==> config.mk <==
export PLATFORM = sky130hd
export DESIGN_NAME = fetch_unit_flat
export DESIGN_NICKNAME = d
export VERILOG_FILES = /design/src/rtl/riscv_pkg.sv /design/src/rtl/fetch_unit_if.sv /design/src/rtl/fetch_unit_sync_fifo.sv /design/src/rtl/fetch_unit.sv /design/src/flat_wrapper.sv
export SDC_FILE = /design/constraint.sdc
export NUM_CORES = 1
export LEC_CHECK = 0
export CAP_MARGIN = 10
export CORE_MARGIN = 1.5
export CORE_UTILIZATION = 50
export DETAILED_ROUTE_END_ITERATION = 6
export PLACE_DENSITY = 0.72
export SYNTH_ARGS = -nofsm -noshare
export SYNTH_HDL_FRONTEND = slang
export SYNTH_SLANG_ARGS = --single-unit
export TNS_END_PERCENT = 100
==> constraint.sdc <==
create_clock -name clk -period 13.25 [get_ports clk]
set_input_delay 1.9875 -clock clk [delete_from_list [all_inputs] [get_ports clk]]
set_output_delay 1.9875 -clock clk [all_outputs]
set_load 0.02 [all_outputs]
==> src/rtl/riscv_pkg.sv <==
// Shared RISC-V front-end definitions: default widths, fetch FSM states, PC step.
package riscv_pkg;

  localparam int DEF_XLEN = 32;
  localparam int DEF_ILEN = 32;
  localparam int PC_STEP  = 4;

  typedef enum logic [1:0] {
    BOOT,
    RUN,
    FLUSH
  } fetch_state_e;

endpackage

==> src/rtl/fetch_unit_if.sv <==
// Fetch unit bus bundle: instruction-memory request/response and decode handoff.
interface fetch_unit_if
  import riscv_pkg::*;
#(
  parameter int XLEN = DEF_XLEN,
  parameter int ILEN = DEF_ILEN
);

  logic            imem_req_valid;
  logic            imem_req_ready;
  logic [XLEN-1:0] imem_req_addr;
  logic            imem_rsp_valid;
  logic [ILEN-1:0] imem_rsp_data;
  logic            inst_valid;
  logic            inst_ready;
  logic [ILEN-1:0] inst_data;
  logic [XLEN-1:0] inst_pc;

  modport master (
    output imem_req_valid, imem_req_addr, inst_valid, inst_data, inst_pc,
    input  imem_req_ready, imem_rsp_valid, imem_rsp_data, inst_ready
  );

  modport slave (
    input  imem_req_valid, imem_req_addr, inst_valid, inst_data, inst_pc,
    output imem_req_ready, imem_rsp_valid, imem_rsp_data, inst_ready
  );

endinterface

==> src/rtl/fetch_unit_sync_fifo.sv <==
// Synchronous FIFO with registered storage, clear, and simultaneous push/pop when full.
module sync_fifo #(
  parameter int WIDTH = 64,
  parameter int DEPTH = 4
) (
  input  logic                       clk,
  input  logic                       reset,
  input  logic                       clear,
  input  logic                       push,
  input  logic                       pop,
  input  logic [WIDTH-1:0]           wdata,
  output logic [WIDTH-1:0]           rdata,
  output logic [$clog2(DEPTH+1)-1:0] count,
  output logic                       full,
  output logic                       empty
);

  localparam int AW = $clog2(DEPTH);
  localparam int CW = $clog2(DEPTH+1);

  logic [WIDTH-1:0] mem [DEPTH];
  logic [AW-1:0]    wr_ptr;
  logic [AW-1:0]    rd_ptr;
  logic             do_push;
  logic             do_pop;

  assign full    = (count == CW'(DEPTH));
  assign empty   = (count == '0);
  assign do_pop  = pop & ~empty;
  assign do_push = push & (~full | do_pop);
  assign rdata   = mem[rd_ptr];

  always_ff @(posedge clk or posedge reset) begin
    if (reset) begin
      for (int unsigned i = 0; i < DEPTH; i++) mem[i] <= '0;
      wr_ptr <= '0;
      rd_ptr <= '0;
      count  <= '0;
    end else if (clear) begin
      wr_ptr <= '0;
      rd_ptr <= '0;
      count  <= '0;
    end else begin
      if (do_push) begin
        mem[wr_ptr] <= wdata;
        wr_ptr      <= wr_ptr + 1'b1;
      end
      if (do_pop) rd_ptr <= rd_ptr + 1'b1;
      count <= count + CW'(do_push) - CW'(do_pop);
    end
  end

endmodule

==> src/rtl/fetch_unit.sv <==
// Instruction-fetch front end: PC sequencing, credit-limited imem requests,
// prefetch buffer, and redirect flush that discards in-flight responses.
module fetch_unit
  import riscv_pkg::*;
#(
  parameter int              XLEN     = DEF_XLEN,
  parameter int              ILEN     = DEF_ILEN,
  parameter int              DEPTH    = 4,
  parameter logic [XLEN-1:0] RESET_PC = '0
) (
  input  logic            clk,
  input  logic            reset,
  input  logic            fetch_en,
  input  logic            redirect_valid,
  input  logic [XLEN-1:0] redirect_pc,
  fetch_unit_if.master    bus
);

  localparam int CW = $clog2(DEPTH+1);

  fetch_state_e    state, state_nx;
  logic [XLEN-1:0] fetch_pc, rsp_pc, redirect_al;
  logic [CW-1:0]   count, outstanding, outstanding_nx, drop_cnt, drop_nx;
  logic [CW:0]     in_use;
  logic            req_fire, dropping, push, pop, fifo_full, fifo_empty;
  logic [XLEN+ILEN-1:0] fifo_rdata;

  assign redirect_al    = {redirect_pc[XLEN-1:2], 2'b00};
  assign in_use         = {1'b0, count} + {1'b0, outstanding};
  assign bus.imem_req_valid = (state != BOOT) & fetch_en & (in_use < (CW+1)'(DEPTH));
  assign bus.imem_req_addr  = fetch_pc;
  assign req_fire       = bus.imem_req_valid & bus.imem_req_ready;
  assign dropping       = (state == FLUSH) && (drop_cnt != '0);
  // Credits already rule out a push into a full FIFO; the full term only keeps the FIFO honest.
  assign push           = bus.imem_rsp_valid & ~dropping & ~redirect_valid & (~fifo_full | pop);
  assign pop            = bus.inst_valid & bus.inst_ready;
  assign outstanding_nx = outstanding + CW'(req_fire) - CW'(bus.imem_rsp_valid);

  always_comb begin
    state_nx = state;
    drop_nx  = drop_cnt;
    case (state)
      BOOT:    state_nx = RUN;
      RUN:     state_nx = RUN;
      FLUSH: begin
        if (dropping && bus.imem_rsp_valid) drop_nx = drop_cnt - 1'b1;
        if (drop_nx == '0) state_nx = RUN;
      end
      default: state_nx = BOOT;
    endcase
    // Redirect counts this cycle's accepted request as in flight; a same-cycle response is discarded.
    if (redirect_valid) begin
      drop_nx  = outstanding_nx;
      state_nx = (outstanding_nx != '0) ? FLUSH : RUN;
    end
  end

  always_ff @(posedge clk or posedge reset) begin
    if (reset) begin
      state       <= BOOT;
      fetch_pc    <= RESET_PC;
      rsp_pc      <= RESET_PC;
      outstanding <= '0;
      drop_cnt    <= '0;
    end else begin
      state       <= state_nx;
      outstanding <= outstanding_nx;
      drop_cnt    <= drop_nx;
      if (redirect_valid) begin
        fetch_pc <= redirect_al;
        rsp_pc   <= redirect_al;
      end else begin
        if (req_fire) fetch_pc <= fetch_pc + XLEN'(PC_STEP);
        if (push)     rsp_pc   <= rsp_pc + XLEN'(PC_STEP);
      end
    end
  end

  sync_fifo #(
    .WIDTH(XLEN + ILEN),
    .DEPTH(DEPTH)
  ) u_fifo (
    .clk   (clk),
    .reset (reset),
    .clear (redirect_valid),
    .push  (push),
    .pop   (pop),
    .wdata ({rsp_pc, bus.imem_rsp_data}),
    .rdata (fifo_rdata),
    .count (count),
    .full  (fifo_full),
    .empty (fifo_empty)
  );

  assign bus.inst_valid = ~fifo_empty;
  assign bus.inst_pc    = fifo_rdata[XLEN+ILEN-1:ILEN];
  assign bus.inst_data  = fifo_rdata[ILEN-1:0];

endmodule

==> src/flat_wrapper.sv <==
// flat-port wrapper written by rule: the top's interface ports become plain ports
module fetch_unit_flat import riscv_pkg::*;
#(
  parameter int              XLEN     = DEF_XLEN,
  parameter int              ILEN     = DEF_ILEN,
  parameter int              DEPTH    = 4,
  parameter logic [XLEN-1:0] RESET_PC = '0
)
  (clk, reset, fetch_en, redirect_valid, redirect_pc, bus_imem_req_valid, bus_imem_req_addr, bus_inst_valid, bus_inst_data, bus_inst_pc, bus_imem_req_ready, bus_imem_rsp_valid, bus_imem_rsp_data, bus_inst_ready);
  fetch_unit_if #(.XLEN(XLEN), .ILEN(ILEN)) bus_i ();
  input  logic clk;
  input  logic reset;
  input  logic fetch_en;
  input  logic redirect_valid;
  input  logic [XLEN-1:0] redirect_pc;
  output wire logic [$bits(bus_i.imem_req_valid)-1:0] bus_imem_req_valid;
  output wire logic [$bits(bus_i.imem_req_addr)-1:0] bus_imem_req_addr;
  output wire logic [$bits(bus_i.inst_valid)-1:0] bus_inst_valid;
  output wire logic [$bits(bus_i.inst_data)-1:0] bus_inst_data;
  output wire logic [$bits(bus_i.inst_pc)-1:0] bus_inst_pc;
  input wire logic [$bits(bus_i.imem_req_ready)-1:0] bus_imem_req_ready;
  input wire logic [$bits(bus_i.imem_rsp_valid)-1:0] bus_imem_rsp_valid;
  input wire logic [$bits(bus_i.imem_rsp_data)-1:0] bus_imem_rsp_data;
  input wire logic [$bits(bus_i.inst_ready)-1:0] bus_inst_ready;
  assign bus_imem_req_valid = bus_i.imem_req_valid;
  assign bus_imem_req_addr = bus_i.imem_req_addr;
  assign bus_inst_valid = bus_i.inst_valid;
  assign bus_inst_data = bus_i.inst_data;
  assign bus_inst_pc = bus_i.inst_pc;
  assign bus_i.imem_req_ready = bus_imem_req_ready;
  assign bus_i.imem_rsp_valid = bus_imem_rsp_valid;
  assign bus_i.imem_rsp_data = bus_imem_rsp_data;
  assign bus_i.inst_ready = bus_inst_ready;
  fetch_unit #(.XLEN(XLEN), .ILEN(ILEN), .DEPTH(DEPTH), .RESET_PC(RESET_PC)) u_core (.clk(clk), .reset(reset), .fetch_en(fetch_en), .redirect_valid(redirect_valid), .redirect_pc(redirect_pc), .bus(bus_i));
endmodule
==> summary.txt <==
Setup path
  • Crit path required time: 11.26 ns
  • CP max FO: 3
  • CP endpoint kind: output pin
  • CP max stage delay: 0.61 ns
  • Crit path buffers/inverters: 2
  • Critical-path top delay cell: clkdlybuf4s50_1
  • Crit path max-delay family: buffers and inverters
  • Critical path class: input port to output pin
  • Startpoint Class: input port
  • Critical path data arrival time: 3.77 ns
  • CP dominant cell by count: clkdlybuf4s50_1
  • CP cell instances: clkdlybuf4s50_1 -> nor4b_1 -> and3_1 -> clkdlybuf4s50_1

Floorplanning
  • Core Region: 0.0308 mm^2
  • Starting Density: 0.513
  • Die width: 181 um
  • Ports: 169
  • Die footprint: 0.0327 mm^2
  • Site Rows: 64
  • Die height: 181 um

Synthesis
  • Main flop type after synthesis: dfrtp_1
  • YS warnings: 0
  • Post-synth EDFFs: 0
  • Main combinational cell family by area after synthesis: multiplexers
  • Synthesized area: 0.0158 mm^2
  • Post-Synth Adder-Cell Area: 0.0136
  • Xor/xnor share of the synthesized area: 0.00807
  • Synth Area in Compound Gates: 0.0528
  • Seq cells post-synth: 323
  • Post-Syn Area per Cell: 13.3 um^2
  • Synth Area in Simple Gates: 0.103
  • Synth async-reset ratio: 1.00
  • Mapped Cells: 1189
  • Post-synthesis sequential area ratio: 0.511
  • Mux cell area share after synthesis: 0.270
  • Number of distinct library cells after synthesis: 53

Final layout
  • Most common cell after layout, fill and taps aside: dfrtp_1
  • Design Area, Final: 0.0187 mm^2
  • Syn-to-layout area delta: 18.1%
  • Most frequent cells in the layout: 321 x dfrtp_1, 253 x mux2_2, 161 x clkdlybuf4s50_1, 62 x mux4_2, 37 x clkbuf_16
  • Layout cells sized above 1: 0.299
  • # diodes: 0
  • # nets final: 1392

Timing
  • Rel. slew slack: 0.277
  • Unrepaired setup endpoints after global routing: no
  • Setup violators final: 0
  • Hold WS: 0.498 ns
  • Max Freq: 174 MHz
  • Post-route clock skew: 0.0184 ns
  • Pins Over Slew Limit: 0
  • Final period util: 0.434
  • Post-Route Setup TNS: 0 ns
  • Final hold vios: 0
  • Minimum clock period: 5.76 ns
  • Worst Setup Slack, final: 7.49 ns
  • Worst-Margin Slew: 1.08 ns

Power
  • Leakage: 8.03 nW
  • Power Total: 3.92 mW
  • VDD IR max: 0.0876 mV
  • Power density over cell area: 210 mW/mm^2

Routing
  • DRT Pass-1 Iters: 7
  • Drt via density: 6.17
  • # DRC: 0
  • Drt first-iter violations: 736
  • Routed len/inst: 20.8 um
  • Final antenna-violating net count: 0
  • Via count: 10.6k
  • Detailed-route wire length: 35900 um

Clock tree
  • CTS sink cnt: 323
  • Worst skew pair latency: 0.51 ns
  • Hold buffers post-CTS: 0
  • Max Buffers Root-to-Sink: 3
  • H-tree depth: 2
  • Root buffer cell: clkbuf_16
  • CTS buffer count: 36
  • CTS tree: done
  • Post-CTS Setup Inserts: 0
  • Clock-pin slew on the worst setup and hold paths: 0.06 ns
  • Post-CTS resize count: 0

Place
  • Dpl hpwl: 22300 um
  • Placed cell area: 0.0175 mm^2
  • IO Port Bufs: 162
  • GPL Wtd Cong: 0.842
  • Worst slack, placed: 7.49 ns

Job
  • Max-Cap Viols: 0

GRT
  • Total grt overflow: 0
  • Initial antenna violation count: 1
  • Vias in the first global route: 10.6k
  • Total Routing Usage GR: 0.222
  • First-pass GRT wire length: 58200 um
  • Largest net degree at the start of global routing: 152

Run status
  • Status: finished clean

Hold path
  • Worst Hold Class: flip-flop to flip-flop
[report_power, final]
part | internal (mW) | switching [mW] | total, mW
logic | 0.796 | 0.628 | 1.42
clock network | 0.607 | 0.384 | 0.991
registers | 1.29 | 0.217 | 1.50
[path summary, 6_finish.rpt]
check,startpoint,to,slack (ns),cells after the start
setup reg to reg,u_core.u_fifo.count[2]$_DFF_PP0_,u_core.state[1]$_DFFE_PP0P_,9.91,9
setup / recovery,fetch_en,bus_imem_req_valid,7.49,4
hold / removal,u_core.u_fifo.mem[80]$_DFFE_PP0P_,u_core.u_fifo.mem[80]$_DFFE_PP0P_,0.50,1
min in group asynchronous,reset,u_core.u_fifo.mem[217]$_DFFE_PP0P_,2.09,2
max in group asynchronous,reset,u_core.u_fifo.rd_ptr[1]$_DFFE_PP0P_,9.31,3
hold reg to reg,u_core.u_fifo.mem[80]$_DFFE_PP0P_,u_core.u_fifo.mem[80]$_DFFE_PP0P_,0.50,1
[cell usage after synthesis, types with 13 or more instances]
cell type | instances | area share
dfrtp_1 | 323 | 0.51
mux2_2 | 253 | 0.18
mux4_2 | 62 | 0.088
clkbuf_1 | 51 | 0.012
nand2_1 | 35 | 0.0083
nor2_1 | 33 | 0.0078
nand3_1 | 31 | 0.0098
nor3_1 | 29 | 0.0092
nor4_1 | 28 | 0.011
nand4_1 | 25 | 0.0099
buf_6 | 24 | 0.017
a311oi_1 | 23 | 0.013
and3_1 | 21 | 0.0083
o31ai_1 | 20 | 0.0095
inv_1 | 19 | 0.0045
nor2b_1 | 16 | 0.0063
a31oi_1 | 15 | 0.0059
and4_1 | 14 | 0.0078
ha_1 | 14 | 0.011
o21ai_0 | 14 | 0.0044
or4_1 | 14 | 0.0066
a211oi_1 | 13 | 0.0062
[cell families after synthesis]
| kind of cell | count (synthesis) |
|---|---|
| buffers and inverters | 119 |
| xor gates and xnor gates | 13 |
| other | 1 |
| adders and majority gates | 16 |
| and+or+nand+nor | 288 |
| muxes | 317 |
| AOI/OAI and AO/OA | 112 |
| DFF | 323 |
[per-layer routing]
layer,global-route usage,share of wire
met1,0.316,0.44
met2,0.355,0.48
met3,0.0369,0.065
met4,0.0615,0.021
met5,0,0.00033
[registers in the layout, summed over array words and instances, names as in the netlist]
signal and cells:
u_core.bus.imem_req_addr 30, u_core.drop_cnt 3, u_core.outstanding 3, u_core.rsp_pc 30, u_core.state 2, u_core.u_fifo.count 3, u_core.u_fifo.mem 248, u_core.u_fifo.rd_ptr 2
u_core.u_fifo.wr_ptr 2
[area by class of cell]
cell class / count / area [um^2]
timing repair buffer: 174 / 1730
clock buffer: 53 / 1100
fill: 2417 / 12200
multi-input combinational: 750 / 7100
sequential: 323 / 8090
clock inverter: 6 / 82.6
tap: 396 / 495
inverter: 20 / 82.6
[through the flow]
step / instances / util
after floorplan: 1192 / -
after global placement: 1662 / 0.567
after detailed placement: 1662 / 0.567
after CTS: 1721 / 0.605
after global routing: 1722 / 0.606
final: 1722 / 0.606
No activity file was read; power rests on OpenSTA's default activity.
